**config.mk**
```make
export PLATFORM = sky130hd
export DESIGN_NAME = alsu_cmd_scheduler
export DESIGN_NICKNAME = d
export VERILOG_FILES = /design/src/rtl/alsu_cmd_scheduler.sv
export SDC_FILE = /design/constraint.sdc
export NUM_CORES = 1
export LEC_CHECK = 0
export CAP_MARGIN = 30
export CORE_MARGIN = 4
export CORE_UTILIZATION = 25
export DETAILED_ROUTE_END_ITERATION = 12
export SLEW_MARGIN = 10
export SYNTH_ARGS = -nofsm -noshare
export SYNTH_HDL_FRONTEND = slang
export SYNTH_SLANG_ARGS = --single-unit
```
**constraint.sdc**
```tcl
create_clock -name clk -period 1.95 [get_ports clk]
set_input_delay 0.195 -clock clk [delete_from_list [all_inputs] [get_ports clk]]
set_output_delay 0.195 -clock clk [all_outputs]
set_load 0.01 [all_outputs]
```
**src/rtl/alsu_cmd_scheduler.sv**
```systemverilog
// Shares one ALSU between two command requesters: round-robin arbitration with an idle-timed lock,
// one issue per cycle into the ALSU pipeline, and in-order response return to the issuer.
module alsu_cmd_scheduler #(
  parameter int unsigned LOCK_TIMEOUT = 8,
  parameter int unsigned ALSU_LAT     = 2
) (
  input  logic        clk,
  input  logic        rst,
  input  logic        req0_valid,
  output logic        req0_ready,
  input  logic        req0_lock,
  input  logic [15:0] req0_cmd,
  input  logic        req1_valid,
  output logic        req1_ready,
  input  logic        req1_lock,
  input  logic [15:0] req1_cmd,
  output logic        rsp_valid,
  output logic        rsp_id,
  output logic [5:0]  rsp_data,
  output logic [15:0] rsp_leds,
  output logic        rsp_err,
  output logic [2:0]  alsu_A,
  output logic [2:0]  alsu_B,
  output logic [2:0]  alsu_opcode,
  output logic        alsu_cin,
  output logic        alsu_serial_in,
  output logic        alsu_direction,
  output logic        alsu_red_op_A,
  output logic        alsu_red_op_B,
  output logic        alsu_bypass_A,
  output logic        alsu_bypass_B,
  input  logic [5:0]  alsu_out,
  input  logic [15:0] alsu_leds
);

  localparam int unsigned Depth       = ALSU_LAT + 1;
  localparam logic [7:0]  TimeoutLast = 8'(LOCK_TIMEOUT - 1);
  // Both bypasses set with zero operands: ALSU out goes to 0, leds untouched.
  localparam logic [15:0] IdlePattern = 16'h0003;

  typedef enum logic {StFree, StLocked} state_e;

  state_e      state_q;
  logic        owner_q;
  logic [7:0]  idle_cnt_q;
  logic        rr_last_q;
  logic [15:0] issue_q;
  logic [Depth-1:0] trk_valid_q;
  logic [Depth-1:0] trk_id_q;
  logic [Depth-1:0] trk_err_q;

  logic        gnt0, gnt1, hs, hs_id, hs_lock, hs_err;
  logic [15:0] hs_cmd;

  always_comb begin
    gnt0 = 1'b0;
    gnt1 = 1'b0;
    if (state_q == StLocked) begin
      gnt0 = !owner_q && req0_valid;
      gnt1 = owner_q && req1_valid;
    end else if (req0_valid && req1_valid) begin
      gnt0 = rr_last_q;
      gnt1 = !rr_last_q;
    end else begin
      gnt0 = req0_valid;
      gnt1 = req1_valid;
    end
  end

  assign req0_ready = gnt0;
  assign req1_ready = gnt1;
  assign hs         = gnt0 | gnt1;
  assign hs_id      = gnt1;
  assign hs_cmd     = gnt1 ? req1_cmd : req0_cmd;
  assign hs_lock    = gnt1 ? req1_lock : req0_lock;

  // Fields: A[15:13] B[12:10] op[9:7] cin[6] serial_in[5] direction[4] red_A[3] red_B[2]
  // bypass_A[1] bypass_B[0].
  always_comb begin
    hs_err = !(hs_cmd[1] || hs_cmd[0]) &&
             ((hs_cmd[9:7] >= 3'd6) || ((hs_cmd[3] || hs_cmd[2]) && (hs_cmd[9:7] >= 3'd2)));
  end

  always_ff @(posedge clk or posedge rst) begin
    if (rst) begin
      state_q    <= StFree;
      owner_q    <= 1'b0;
      idle_cnt_q <= 8'd0;
      rr_last_q  <= 1'b1;
    end else begin
      if (hs) rr_last_q <= hs_id;
      unique case (state_q)
        StFree: begin
          if (hs && hs_lock) begin
            state_q    <= StLocked;
            owner_q    <= hs_id;
            idle_cnt_q <= 8'd0;
          end
        end
        StLocked: begin
          if (hs) begin
            idle_cnt_q <= 8'd0;
            if (!hs_lock) state_q <= StFree;
          end else if (idle_cnt_q == TimeoutLast) begin
            idle_cnt_q <= 8'd0;
            state_q    <= StFree;
          end else begin
            idle_cnt_q <= idle_cnt_q + 8'd1;
          end
        end
      endcase
    end
  end

  always_ff @(posedge clk or posedge rst) begin
    if (rst) begin
      issue_q     <= IdlePattern;
      trk_valid_q <= '0;
      trk_id_q    <= '0;
      trk_err_q   <= '0;
    end else begin
      issue_q     <= hs ? hs_cmd : IdlePattern;
      trk_valid_q <= {trk_valid_q[Depth-2:0], hs};
      trk_id_q    <= {trk_id_q[Depth-2:0], hs_id & hs};
      trk_err_q   <= {trk_err_q[Depth-2:0], hs_err & hs};
    end
  end

  assign alsu_A         = issue_q[15:13];
  assign alsu_B         = issue_q[12:10];
  assign alsu_opcode    = issue_q[9:7];
  assign alsu_cin       = issue_q[6];
  assign alsu_serial_in = issue_q[5];
  assign alsu_direction = issue_q[4];
  assign alsu_red_op_A  = issue_q[3];
  assign alsu_red_op_B  = issue_q[2];
  assign alsu_bypass_A  = issue_q[1];
  assign alsu_bypass_B  = issue_q[0];

  always_ff @(posedge clk or posedge rst) begin
    if (rst) begin
      rsp_valid <= 1'b0;
      rsp_id    <= 1'b0;
      rsp_data  <= 6'd0;
      rsp_leds  <= 16'd0;
      rsp_err   <= 1'b0;
    end else begin
      rsp_valid <= trk_valid_q[Depth-1];
      if (trk_valid_q[Depth-1]) begin
        rsp_id   <= trk_id_q[Depth-1];
        rsp_err  <= trk_err_q[Depth-1];
        rsp_data <= alsu_out;
        rsp_leds <= alsu_leds;
      end
    end
  end

endmodule

```
==> results.toml <==
[clock_tree]
cts_inserted_buffers = 9
cts-root-buf = "clkbuf_8"
clockBufferDepth = 2
clk_pin_slew_ns = 0.07
cts_tree = "done"
clock_sinks = 61
clk_latency_ns = 0.33
htree_levels = 3
cts_hold_buf = 0

[layout]
final_layout_size_suffix_gt1_share_pct = 20.5
layout.nets = 364
area_growth_pct = 59.9
fillers = 876
antenna_cells = 0

[global_routing]
grt_usage_pct = 10.8
antenna_found_initial = 0
globalRoute.totalOverflow = 0
grt_pass1_wl_um = 9670
grt_pass1_vias = 1985
grt_max_degree = 25

[critical_path]
critPathKind = "reg -> out"
r2r_slack_ns = 0.27
r2r_cells = 3
startpoint = "rr_last_q$_DFFE_PP1N_"
cp.arrival_ns = 1.55
cp_slowest_cell = "dfstp_2"
crit_chain = "nand2_1, o211ai_2, inv_2, dlygate4sd2_1"
required_ns = 1.75
r2r_end = "idle_cnt_q[5]$_DFFE_PP0P_"
max_stage_delay_ns = 0.56
crit_path_end_kind = "output pin"
crit_fanout = 7
worst_r2r_startpoint = "idle_cnt_q[3]$_DFFE_PP0P_"
cp-start-kind = "register"

[floorplanning]
dieWidth_um = 107
start_util_pct = 26.1
row_count = 35
ios = 103
fp.coreArea_um2 = 9420
die_h_um = 107
die_area_um2 = 11500

[placed_design]
dp_hpwl_um = 4610
gp_congestion = 0.787
pre_cts_slack_ns = 0.0147
io_buffers = 102

[route]
antenna_left = 0
drc = 0
totalWireLength_um = 6030
first_iter_violations = 61
dr.pass1.iters = 5
avgViaCountPerCell = 4.38
wl_per_cell_um = 13.8
via_count = 1910

[logic_synthesis]
synthTopCellsByArea = "dfrtp_1 59%, mux2_2 11%, a22o_1 3.6%, dfstp_2 3.2%, nand2_1 2.3%"
syn_inst = 185
synth_cell_type_count = 44
synth_nets = 246
yosysSeqAreaShare_pct = 62.2
synth-main-ff-cell = "dfrtp_1"
yosysMostFrequentCell = "dfrtp_1"
ys_ff_latch = 61
synth_top_area_share_pct = 59.0
synth-edff-count = 0
synth.largest_area_cell = "dfrtp_1"
netlist_area_um2 = 2460
synth_common_cells = "58 x dfrtp_1, 24 x mux2_2, 15 x nand2_1"
synth.avg_cell_area_um2 = 13.3
async_flop_share_pct = 100
yosys_warnings = 0

[sta]
slew_headroom_pct = 69.1
whs_ns = 0.182
period_share_pct = 89.2
setup_viol = 0
fin_crit_ns = 1.74
rsz0062_at_grt = "no"
slew_violations = 0
hold_violations = 0
tightest_slew_ns = 0.464
tns_ns = 0
finClkSkew_ns = 0.00749
fmax_mhz = 575
fin_ws_ns = 0.210

[power_and_ir_drop]
cellLeakagePower_uw = 0.00166
power.density_nw_per_um2 = 1230
peakVddDrop_mv = 0.467

[job]
maxCapViolations = 0

[outcome]
outcome = "completed"

[hold_path]
min_path_type = "in -> async"
==> logic make-up (layout without fill, tap and decap cells) <==
kind of cell	after synthesis	count (layout)	synth area share (%)
AOI/OAI and AO/OA	44	44	14.2
xor gates and xnor gates	3	3	1.07
adders and majority gates	1	1	0.508
buffers and inverters	14	136	2.85
DFF	61	61	62.2
muxes	26	26	11.8
and+or+nand+nor	36	36	7.37
==> placed cells by master (no fill, tap or decap), types with 2 or more instances in the layout <==
| cell | synthesis | final |
|---|---|---|
| clkdlybuf4s50_1 | 0 | 100 |
| dfrtp_1 | 58 | 58 |
| mux2_2 | 24 | 24 |
| nand2_1 | 15 | 15 |
| buf_4 | 0 | 11 |
| a22o_1 | 10 | 10 |
| clkbuf_8 | 0 | 9 |
| a21oi_1 | 8 | 8 |
| nand3_1 | 5 | 5 |
| inv_1 | 5 | 4 |
| o2bb2ai_1 | 4 | 4 |
| o21ai_0 | 4 | 4 |
| nor2_1 | 5 | 4 |
| o31ai_1 | 3 | 3 |
| dfstp_2 | 3 | 3 |
| mux2i_1 | 2 | 2 |
| nand2b_1 | 2 | 2 |
| inv_2 | 1 | 2 |
| nor3_1 | 2 | 2 |
| xnor2_1 | 2 | 2 |
| bufinv_16 | 0 | 2 |
| clkinvlp_4 | 0 | 2 |
| buf_12 | 0 | 2 |
==> worst max path at each step <==
| stage | endpoint | slack (ns) | cells after the start |
|---|---|---|---|
| 3_3_place_gp | req0_ready | 0.04 | 4 |
| 2_1_floorplan | idle_cnt_q[0]$_DFFE_PP0P_ | 0.25 | 1 |
| 4_1_cts | req0_ready | 0.01 | 3 |
| 6_report | req1_ready | 0.21 | 4 |
| 3_5_place_dp | req0_ready | 0.01 | 4 |
| 5_1_grt | req1_ready | 0.11 | 4 |
==> what timing repair did <==
action | in CTS | in global routing
buffers inserted | 1 | 0
gates cloned | 0 | 0
setup endpoints to repair | 2 | 1
resized for setup | 2 | 1
==> report_power, final <==
part | total, uW | switching [uW] | internal, uW
Sequential | 1830 | 172 | 1660
Combinational | 1810 | 761 | 1040
Clock | 1210 | 500 | 712
==> cell type report <==
cell class                 instances  area [um^2]  share of cell area [%]
tap                              129          161                    4.10
timing repair buffer             115         1140                    29.1
clock inverter                     6         88.8                    2.26
sequential                        61         1530                    38.9
multi-input combinational        110          863                    21.9
clock buffer                       9          124                    3.15
inverter                           6         22.5                   0.572
==> sequential cells by signal, indices dropped and copies added, names as in the netlist <==
name,flops
rsp_leds,16
trk_id_q,3
state_q,1
rr_last_q,1
rsp_valid,1
idle_cnt_q,8
trk_valid_q,3
trk_err_q,3
rsp_data,6
issue_q,16
rsp_id,1
rsp_err,1
owner_q,1
==> worst max-delay path: cells and delay by family, from the launching register on <==
family / cells / cell delay, ns
compound gates: 1 / 0.16
buf+inv: 2 / 0.42
flops: 1 / 0.56
simple gates: 1 / 0.07
==> per-layer routing <==
layer  GRT usage, %  up-vias  wire [um]
li1               -      909          -
met1           13.5      915       2660
met2           16.9       72       2780
met3           3.91       14        469
met4           4.47        0        112
met5              0        -          0
==> stage by stage <==
step                util (%)  instances  total power, uW  instance area (um^2)
floorplan                  -        185             2730                  2460
global placement        39.4        420             3670                  3710
detailed placement      39.4        420             3690                  3710
CTS                     41.8        436             4940                  3930
global route            41.8        436             5160                  3940
finish                  41.8        436             4850                  3940
Power figures use the tool's default switching activity.
